### config.mk
export PLATFORM = sky130hd
export DESIGN_NAME = mtsp_axi_rd_arbiter
export DESIGN_NICKNAME = d
export VERILOG_FILES = /design/src/rtl/mtsp_arb_pkg.sv /design/src/rtl/mtsp_rr_arbiter.sv /design/src/rtl/mtsp_axi_rd_arbiter.sv
export SDC_FILE = /design/constraint.sdc
export NUM_CORES = 1
export LEC_CHECK = 0
export BUFFER_PORTS_ARGS = -buffer_cell sky130_fd_sc_hd__buf_2
export CORE_AREA = 2 2 495 497
export DETAILED_ROUTE_END_ITERATION = 10
export DIE_AREA = 0 0 497 499
export PLACE_DENSITY = 0.3
export SYNTH_ARGS = -nofsm -noshare
export SYNTH_HDL_FRONTEND = slang
export SYNTH_SLANG_ARGS = --single-unit
export TNS_END_PERCENT = 20
### constraint.sdc
create_clock -name MCLK -period 2.89 [get_ports MCLK]
set_input_delay 0.289 -clock MCLK [delete_from_list [all_inputs] [get_ports MCLK]]
set_output_delay 0.289 -clock MCLK [all_outputs]
set_load 0.005 [all_outputs]
### src/rtl/mtsp_arb_pkg.sv
// Shared types and helpers for the MTSP AXI4 read arbiter.
package mtsp_arb_pkg;

    localparam int unsigned MAX_PORTS  = 4;
    localparam int unsigned MAX_ID_W   = 8;
    localparam int unsigned MAX_ADDR_W = 64;

    function automatic int unsigned src_w(input int unsigned n);
        return (n > 1) ? $clog2(n) : 1;
    endfunction

    // Widths are sized for the widest supported configuration; the top narrows them.
    typedef struct packed {
        logic [MAX_ID_W-1:0]   id;
        logic [MAX_ADDR_W-1:0] addr;
        logic [7:0]            len;
        logic [2:0]            size;
        logic [1:0]            burst;
    } ar_req_t;

endpackage

### src/rtl/mtsp_rr_arbiter.sv
// Combinational round-robin picker: first requester at or after ptr+1, modulo N.
module mtsp_rr_arbiter
    import mtsp_arb_pkg::*;
#(
    parameter int unsigned N = 3,
    localparam int unsigned IDX_W = src_w(N)
) (
    input  logic [N-1:0]     req,
    input  logic [IDX_W-1:0] ptr,
    output logic [N-1:0]     gnt,
    output logic [IDX_W-1:0] idx
);

    always_comb begin
        int unsigned cand;
        logic        found;
        gnt   = '0;
        idx   = '0;
        found = 1'b0;
        cand  = 0;
        for (int unsigned k = 1; k <= N; k++) begin
            cand = (int'(ptr) + k) % N;
            if (!found && req[cand]) begin
                found     = 1'b1;
                gnt[cand] = 1'b1;
                idx       = IDX_W'(cand);
            end
        end
    end

endmodule

### src/rtl/mtsp_axi_rd_arbiter.sv
// Shares one AXI4 read master among C_PORTS MTSP requesters; R beats are routed by a
// source tag prepended to ARID.
module mtsp_axi_rd_arbiter
    import mtsp_arb_pkg::*;
#(
    parameter int unsigned C_PORTS           = 3,
    parameter int unsigned C_ID_WIDTH        = 1,
    parameter int unsigned C_ADDR_WIDTH      = 36,
    parameter int unsigned C_DATA_WIDTH      = 512,
    parameter int unsigned C_MAX_OUTSTANDING = 8,
    localparam int unsigned SRC_W = src_w(C_PORTS),
    localparam int unsigned MID_W = SRC_W + C_ID_WIDTH
) (
    input  logic                            MCLK,
    input  logic                            nRST,
    input  logic [C_PORTS-1:0]              S_ARVALID,
    output logic [C_PORTS-1:0]              S_ARREADY,
    input  logic [C_PORTS*C_ID_WIDTH-1:0]   S_ARID,
    input  logic [C_PORTS*C_ADDR_WIDTH-1:0] S_ARADDR,
    input  logic [C_PORTS*8-1:0]            S_ARLEN,
    input  logic [C_PORTS*3-1:0]            S_ARSIZE,
    input  logic [C_PORTS*2-1:0]            S_ARBURST,
    output logic [C_PORTS-1:0]              S_RVALID,
    input  logic [C_PORTS-1:0]              S_RREADY,
    output logic [C_ID_WIDTH-1:0]           S_RID,
    output logic [C_DATA_WIDTH-1:0]         S_RDATA,
    output logic [1:0]                      S_RRESP,
    output logic                            S_RLAST,
    output logic                            M_ARVALID,
    input  logic                            M_ARREADY,
    output logic [MID_W-1:0]                M_ARID,
    output logic [C_ADDR_WIDTH-1:0]         M_ARADDR,
    output logic [7:0]                      M_ARLEN,
    output logic [2:0]                      M_ARSIZE,
    output logic [1:0]                      M_ARBURST,
    input  logic                            M_RVALID,
    output logic                            M_RREADY,
    input  logic [MID_W-1:0]                M_RID,
    input  logic [C_DATA_WIDTH-1:0]         M_RDATA,
    input  logic [1:0]                      M_RRESP,
    input  logic                            M_RLAST,
    output logic                            BUSY,
    output logic                            ERR
);

    logic             m_arvalid_q, m_arvalid_d;
    ar_req_t          ar_q, ar_d;
    logic [SRC_W-1:0] ar_src_q, ar_src_d;
    logic [SRC_W-1:0] ptr_q, ptr_d;
    logic [3:0]       cnt_q [C_PORTS];
    logic [3:0]       cnt_d [C_PORTS];
    logic             err_q, err_d;

    logic               load;
    logic [C_PORTS-1:0] eligible;
    logic [C_PORTS-1:0] gnt;
    logic [SRC_W-1:0]   gnt_idx;
    ar_req_t            port_req [C_PORTS];
    logic [SRC_W-1:0]   r_src;
    logic [C_PORTS-1:0] r_hit;
    logic               r_mapped;
    logic               r_fire_last;
    logic               cnt_busy;
    logic               unused_ar;

    for (genvar i = 0; i < C_PORTS; i++) begin : g_port
        assign eligible[i] = S_ARVALID[i] & (cnt_q[i] < 4'(C_MAX_OUTSTANDING));
        assign port_req[i] = '{
            id:    MAX_ID_W'(S_ARID[i*C_ID_WIDTH +: C_ID_WIDTH]),
            addr:  MAX_ADDR_W'(S_ARADDR[i*C_ADDR_WIDTH +: C_ADDR_WIDTH]),
            len:   S_ARLEN[i*8 +: 8],
            size:  S_ARSIZE[i*3 +: 3],
            burst: S_ARBURST[i*2 +: 2]
        };
        assign r_hit[i] = (r_src == SRC_W'(i));
    end

    assign load = ~m_arvalid_q | M_ARREADY;

    mtsp_rr_arbiter #(
        .N(C_PORTS)
    ) u_rr (
        .req(eligible),
        .ptr(ptr_q),
        .gnt(gnt),
        .idx(gnt_idx)
    );

    assign S_ARREADY = load ? gnt : '0;

    always_comb begin
        m_arvalid_d = m_arvalid_q;
        ar_d        = ar_q;
        ar_src_d    = ar_src_q;
        ptr_d       = ptr_q;
        if (load) begin
            m_arvalid_d = |gnt;
            if (|gnt) begin
                ar_d     = port_req[gnt_idx];
                ar_src_d = gnt_idx;
                ptr_d    = gnt_idx;
            end
        end
    end

    // Beats carrying an out-of-range source are accepted and discarded.
    assign r_src       = M_RID[MID_W-1 -: SRC_W];
    assign r_mapped    = |r_hit;
    assign S_RVALID    = {C_PORTS{M_RVALID}} & r_hit;
    assign M_RREADY    = r_mapped ? |(r_hit & S_RREADY) : 1'b1;
    assign r_fire_last = M_RVALID & M_RREADY & M_RLAST;
    assign S_RID       = M_RID[C_ID_WIDTH-1:0];
    assign S_RDATA     = M_RDATA;
    assign S_RRESP     = M_RRESP;
    assign S_RLAST     = M_RLAST;

    always_comb begin
        cnt_busy = 1'b0;
        for (int unsigned i = 0; i < C_PORTS; i++) begin
            cnt_d[i] = cnt_q[i];
            if (S_ARREADY[i] && !(r_fire_last && r_hit[i])) begin
                cnt_d[i] = cnt_q[i] + 4'd1;
            end else if (!S_ARREADY[i] && r_fire_last && r_hit[i]) begin
                cnt_d[i] = cnt_q[i] - 4'd1;
            end
            cnt_busy = cnt_busy | (|cnt_q[i]);
        end
    end

    assign err_d = err_q | (M_RVALID & ~r_mapped);

    always_ff @(posedge MCLK or negedge nRST) begin
        if (!nRST) begin
            m_arvalid_q <= 1'b0;
            ar_q        <= '0;
            ar_src_q    <= '0;
            ptr_q       <= SRC_W'(C_PORTS - 1);
            err_q       <= 1'b0;
            for (int unsigned i = 0; i < C_PORTS; i++) begin
                cnt_q[i] <= '0;
            end
        end else begin
            m_arvalid_q <= m_arvalid_d;
            ar_q        <= ar_d;
            ar_src_q    <= ar_src_d;
            ptr_q       <= ptr_d;
            err_q       <= err_d;
            cnt_q       <= cnt_d;
        end
    end

    assign M_ARVALID = m_arvalid_q;
    assign M_ARID    = {ar_src_q, ar_q.id[C_ID_WIDTH-1:0]};
    assign M_ARADDR  = ar_q.addr[C_ADDR_WIDTH-1:0];
    assign M_ARLEN   = ar_q.len;
    assign M_ARSIZE  = ar_q.size;
    assign M_ARBURST = ar_q.burst;
    assign BUSY      = m_arvalid_q | cnt_busy;
    assign ERR       = err_q;
    assign unused_ar = ^ar_q;

endmodule

==> run_results.csv, run 1 <==
group,metric,value,unit
power,combinationalPowerShare,60.7,%
power,clock_power_share,15.8,%
global_route,number_of_global_route_vias_before_repair,5668,
power,internal_power,0.00447,W
global_route,largest_net_degree_at_the_start_of_global_routing,44,
run,drv_cap,0,
power,netSwitchingPower,0.00319,W
route,finalWirelength,125000,um
cts,cts_tree,"done",
timing,maxSlewViolCount,0,
timing,rsz0062_at_grt,"yes",
floorplan,core-area,0.243,sq mm
cells_and_area,layout.filler_cells,28756,
floorplan,initial_core_util,3.39,%
cells_and_area,sequential_cell_area,0.00168,sq mm
global_route,antenna_found_initial,9,
status,run_status,"complete, but fails checks",
worst_hold_path,min_path_type,"input port to flop",
cells_and_area,drive_above_1_share,49.6,%
cells_and_area,final_net_count,1375,
setup_path,path_class,"flop to flop",
yosys,synth.ff_latch_count,67,
yosys,syn-num-nets,1628,
timing,slew_headroom,64.4,%
route,routed-via-count,5480,
route,avgRoutedWirePerCell,32.0,um
route,drtAntennaViolNets,0,
route,drtPass1Iterations,4,
place,placement.cell_area,0.00995,sq mm
yosys,synth-edff-count,0,
cts,cts-root-buf,"clkbuf_16",
power,share_of_total_power_in_sequential_cells,23.5,%
global_route,gr-total-overflow,0,
timing,tightest_slew,535,ps
yosys,netlist_area,0.00822,sq mm
yosys,seq_area_frac_synth,20.4,%
timing,timing.final.crit_period,3090,ps
place,hpwl_dp,119000,um
cts,clkSlewWorstSetupHoldPaths,80,ps
power,power.density_cell_area,742,mW/mm^2
yosys,synth.yosys.warnings,0,
power,peakVddDrop,0.312,mV
cts,clock_tree.htree_level_count,3,
global_route,grt_use_total,9.75,%
place,numPortBuffers,225,
yosys,synth_top_flop_cell,"dfrtp_1",
power,static_leak,3.09,nW
timing,finalHoldViolCount,0,
status,failed_checks,"setup timing",
place,gp_congestion,0.781,
floorplan,row_count,181,
timing,skew,23.1,ps
setup_path,worst-path-max-fanout,10,
yosys,async_flop_share,100,%
cts,post_cts_buffers,0,
timing,max_freq,323,MHz
cells_and_area,design_area,0.0103,sq mm
cts,cts.sinks,67,
power,netSwitchingFraction,41.7,%
global_route,grt_pass1_wl,139000,um
cts,cts_made_buffers,9,
timing,final_sum_of_negative_setup_slack,-7880,ps
cells_and_area,area_growth,25.7,%
setup_path,arrival,3390,ps
floorplan,floorplan.die.width,497,um
yosys,synth_cell_type_count,52,
yosys,synth.avg_cell_area,8.78,sq um
floorplan,die_area,0.248,sq mm
floorplan,pin_count,1256,
route,first_iter_violations,245,
setup_path,cp_data_required_time,3180,ps
yosys,synthCells,937,
setup_path,worstSetupEndpointType,"flop",
setup_path,critical_path_start_type,"flop",
cts,cts_buffer_depth,2,
timing,final.setup.worst_slack,-203,ps
cts,worst_skew_pair.late_latency,430,ps
timing,timing.final.crit_share,107,%
floorplan,die_y,499,um
route,drc,0,
timing,setup_violations,58,
cells_and_area,combined_area_of_the_multi_input_logic_cells,0.00270,sq mm
route,viasPerCell,1.41,
path summary, 6_finish.rpt:
path / start / to / slack [ps] / cells after the start
min reg2reg: M_ARSIZE[1] / M_ARSIZE[1] / 490 / 1
max reg2reg: ptr_q[1] / M_ARLEN[1] / -200 / 9
max: ptr_q[1] / M_ARLEN[1] / -200 / 9
min in group asynchronous: nRST / M_ARADDR[1] / 360 / 2
max in group asynchronous: nRST / ptr_q[1] / 1800 / 3
min: M_RVALID / ERR / 150 / 2
critical path, cell delays in order (launching register included):
cell       delay (ps)
dfstp_2           590
ha_4              230
or4bb_4           210
nand3_2            90
a222oi_1          520
nand2_1           200
o41ai_4           310
buf_12            210
clkbuf_16         210
mux2_1            320
cell type report:
type	count	share of cell area (%)
diodes	3	0.0726
clock buffers	10	2.31
flip-flops and latches	67	16.2
well taps	3202	38.8
clock inverters	5	0.291
repair buffers	278	16.1
inverters	3	0.109
multi-input cells	325	26.1
power by group through the flow:
| stage | clock, W | combinational [W] | sequential [W] |
|---|---|---|---|
| detailed placement | 0 | 0.00455 | 0.00182 |
| finish | 0.00121 | 0.00465 | 0.00180 |
| CTS | 0.00135 | 0.00459 | 0.00182 |
| floorplan | 0 | 0.00308 | 0.00177 |
| global placement | 0 | 0.00453 | 0.00183 |
| global route | 0.00134 | 0.00514 | 0.00188 |
flip-flops by register name, indices dropped and copies added (netlist names):
signal / flops
M_ARADDR: 36
M_ARVALID: 1
ar_src_q: 2
cnt_q: 12
M_ARLEN: 8
M_ARSIZE: 3
M_ARBURST: 2
ERR: 1
M_ARID: 1
ptr_q: 1
routing by layer:
layer	track usage, %	part of all wire, %	vias up
li1	-	-	2051
met1	3.12	12	2192
met2	14.7	43	1041
met3	19.3	42	192
met4	3.26	3.1	4
met5	0.347	0.087	-
cell usage in the layout (no fill, tap or decap), types with 5 or more instances in the layout:
cell	synthesis	final
clkbuf_16	0	10
buf_2	7	224
mux2i_1	53	53
dfrtp_1	66	66
ha_1	10	8
mux2_4	0	12
xor2_1	7	7
mux2_2	9	7
xnor2_1	5	5
nand2_1	57	55
nand2b_1	6	6
buf_4	517	43
nor2b_1	6	5
a21oi_2	0	5
nor2_1	7	7
o21ai_0	54	54
mux2_1	50	40
buf_12	0	8
through the flow:
step	cells	hold WS (ps)	utilization (%)	total power [W]	setup slack, ps
final	3893	153	4.26	0.00766	-203
after global routing	3891	115	4.26	0.00836	-389
after CTS	3889	78.4	4.23	0.00776	-242
after detailed placement	3873	301	4.10	0.00637	-201
after global placement	3873	296	4.10	0.00637	-200
after floorplan	937	-6.59	-	0.00485	-48.1
synthesized netlist by cell type, types with 2 or more instances:
library cell	number	area share, %
mux2i_1	53	6.5
mux2_1	50	6.8
nand2b_1	6	0.46
buf_6	5	0.68
fa_1	3	0.73
xor2_1	7	0.75
nor2b_1	6	0.46
nor2_1	7	0.32
clkbuf_1	13	0.59
a21oi_1	7	0.43
a211oi_1	2	0.18
nor4_1	3	0.23
nand2_1	57	2.6
a21o_1	3	0.27
nor3b_1	2	0.18
mux2_2	9	1.2
o31ai_1	2	0.18
dfrtp_1	66	20
buf_4	517	47
ha_1	10	1.5
xnor2_1	5	0.53
nor3_1	4	0.24
inv_1	3	0.14
nand3_1	6	0.37
and2_1	2	0.15
nor4b_1	2	0.21
buf_2	7	0.43
o21ai_0	54	3.3
a31oi_1	3	0.23
kinds of logic after synthesis:
group                      share of synthesized area, %
DFF                                                20.4
xor gates and xnor gates                           1.28
muxes                                              14.5
adders and majority gates                          2.25
AOI/OAI and AO/OA                                  6.01
buffers and inverters                              49.0
and+or+nand+nor                                    6.50
repair_timing:
item	CTS	global route
gates cloned	0	1
endpoints found under the setup margin	63	65
pin swaps	0	3
hold buffers	1	0
endpoints found under the hold margin	29	0
gates resized for setup	3	14
(Power assumes the default switching activity.)
==> inputs of run 2 (changes only) <==
--- a/config.mk
+++ b/config.mk
@@ -9,7 +9,7 @@
 export CORE_AREA = 2 2 495 497
 export DETAILED_ROUTE_END_ITERATION = 10
 export DIE_AREA = 0 0 497 499
-export PLACE_DENSITY = 0.3
+export PLACE_DENSITY_LB_ADDON = 0.1
 export SYNTH_ARGS = -nofsm -noshare
 export SYNTH_HDL_FRONTEND = slang
 export SYNTH_SLANG_ARGS = --single-unit
==> run 2 against run 1 <==
Net effect: register-to-register slack improved by 110 ps; first-iteration DRC count fell by 42%; largest power group unchanged; highest routed layer unchanged; die area did not move; non-clock buffer count rose by 19; the run still ends with setup timing left; sequential power barely moved.
==> run_results.csv, run 2 (synthesized netlist as in run 1, its figures left out) <==
group,metric,value,unit
floorplan,initial_core_util,3.39,%
cells_and_area,design_area,0.0107,sq mm
setup_path,rr_startpoint,"ptr_q[1]",
timing,timing.final.crit_share,103,%
place,numPortBuffers,225,
power,peakVddDrop,0.238,mV
cts,cts_tree,"done",
timing,rsz0062_at_grt,"yes",
worst_hold_path,hold-path-endpoint,"ERR",
cts,clock_tree.htree_level_count,3,
setup_path,rr_endpoint,"cnt_q[7]",
place,placement.cell_area,0.0101,sq mm
global_route,largest_net_degree_at_the_start_of_global_routing,34,
cells_and_area,area_growth,30.4,%
route,avgRoutedWirePerCell,15.0,um
timing,finalHoldViolCount,0,
global_route,grt_use_total,4.61,%
floorplan,die_area,0.248,sq mm
floorplan,row_count,181,
route,viasPerCell,1.29,
setup_path,kind_of_cell_adding_the_most_delay_to_the_critical_path,"simple AND/OR/NAND/NOR gates",
route,finalWirelength,58800,um
setup_path,worstPathBufferInverterCount,1,
setup_path,cp_data_required_time,3180,ps
status,failed_checks,"setup timing",
route,drc,0,
setup_path,critical_path_start_type,"flop",
timing,tightest_slew,561,ps
place,dpl.cell_count,3883,
timing,final_sum_of_negative_setup_slack,-3760,ps
worst_hold_path,min_path_cells,2,
power,power.density_cell_area,803,mW/mm^2
cts,cts_made_buffers,9,
run,drv_cap,0,
cts,worst_skew_pair.late_latency,430,ps
route,routed-via-count,5030,
cells_and_area,largest_register_ff_count,36,
power,static_leak,3.34,nW
timing,maxSlewViolCount,0,
floorplan,die_y,499,um
place,gp_congestion,0.642,
cts,clkSlewWorstSetupHoldPaths,70,ps
timing,final.setup.worst_slack,-96.4,ps
timing,slew_headroom,62.5,%
setup_path,worst-path-max-fanout,8,
floorplan,pin_count,1256,
cells_and_area,final_net_count,1394,
route,drtAntennaViolNets,0,
setup_path,critPathSlowestCell,"dfstp_2",
cts,cts-root-buf,"clkbuf_16",
setup_path,path_cells,"inv_2 > ha_4 > or4b_4 > and2_4 > o211ai_1 > a31oi_4 > nand2_2 > ha_1 > a21o_1 > a21oi_2 > nor2b_1 > mux2i_1 > xnor2_1",
setup_path,r2r_setup_slack,-100,ps
worst_hold_path,min_path_type,"input port to flop",
global_route,number_of_global_route_vias_before_repair,5581,
setup_path,timing.critical_path.slowest_cell_delay,580,ps
timing,timing.final.crit_period,2990,ps
cells_and_area,leading_cell_types_in_the_layout_fill_and_taps_excluded,"224 x buf_2, 66 x dfrtp_1, 57 x buf_4, 55 x nand2_1, 53 x mux2i_1",
floorplan,floorplan.die.width,497,um
setup_path,arrival,3280,ps
status,run_status,"complete, but fails checks",
global_route,gr-total-overflow,0,
setup_path,timing.reg2reg.worst_path_depth,13,
cells_and_area,final_common_cell,"buf_2",
timing,setup_violations,58,
setup_path,path_class,"flop to flop",
worst_hold_path,holdCritStartpoint,"M_RVALID",
setup_path,worstSetupEndpointType,"flop",
cts,cts.sinks,67,
timing,skew,30.5,ps
route,first_iter_violations,143,
route,drtPass1Iterations,6,
cts,cts_buffer_depth,2,
place,hpwl_dp,52600,um
global_route,grt_pass1_wl,71000,um
timing,max_freq,335,MHz
floorplan,core-area,0.243,sq mm
global_route,antenna_found_initial,9,
cells_and_area,finish.cell_count_without_fillers,3911,
cells_and_area,drive_above_1_share,56.2,%
run 2: cell types whose count changed in the layout (fill, tap and decap cells not counted), sizes merged:
cell      delta
clkinv       -1
buf         +18
bufinv       +1
clkbuf       +2
diode        -1
clkinvlp     -1
run 2: final cells by class:
cell class,instances,area [sq um]
fill,28698,232000
timing repair buffer,297,1850
clock buffer,11,243
inverter,3,11.3
multi-input combinational,325,2880
clock inverter,4,51.3
antenna,2,5.00
tap,3202,4010
sequential,67,1680
run 2: repair_timing:
action                                 in CTS  in global routing
hold buffers                                1                  0
resized for setup                           8                 52
setup endpoints to repair                  63                 65
gates cloned                                0                  2
endpoints found under the hold margin      14                  0
buffers inserted                            3                  5
pin swaps                                  10                 10
run 2: worst max path at each step:
stage,start,end,cells after the start
after global routing,ptr_q[1],cnt_q[7],14
after detailed placement,ptr_q[1],cnt_q[11],13
after global placement,ptr_q[1],cnt_q[11],13
final,ptr_q[1],cnt_q[7],13
after CTS,ptr_q[1],M_ARADDR[17],12
after floorplan,ptr_q[1],cnt_q[11],13
run 2: metal layers:
layer  part of all wire [%]  GRT usage, %  vias to the layer above
met4                    6.1          2.88                        2
met5                  0.015             0                        -
li1                       -             -                     2082
met1                     17          2.18                     2181
met3                     22          4.81                      168
met2                     55          8.77                      597
run 2: report_power, final:
part	switching, W	total [W]	internal, W	leakage [nW]
registers	0.000381	0.00183	0.00145	0.793
logic	0.00245	0.00547	0.00302	2.40
clock network	0.000627	0.00131	0.000688	0.142
total	0.00346	0.00861	0.00515	3.34
run 2: through the flow:
stage | worst slack, ps | hold slack [ps] | power [W] | utilization, %
after detailed placement | -181 | 257 | 0.00664 | 4.14
after floorplan | -48.1 | -6.59 | 0.00485 | -
after global routing | -272 | 133 | 0.00945 | 4.42
after CTS | -184 | 80.3 | 0.00821 | 4.30
final | -96.4 | 155 | 0.00861 | 4.42
after global placement | -307 | 253 | 0.00674 | 4.14
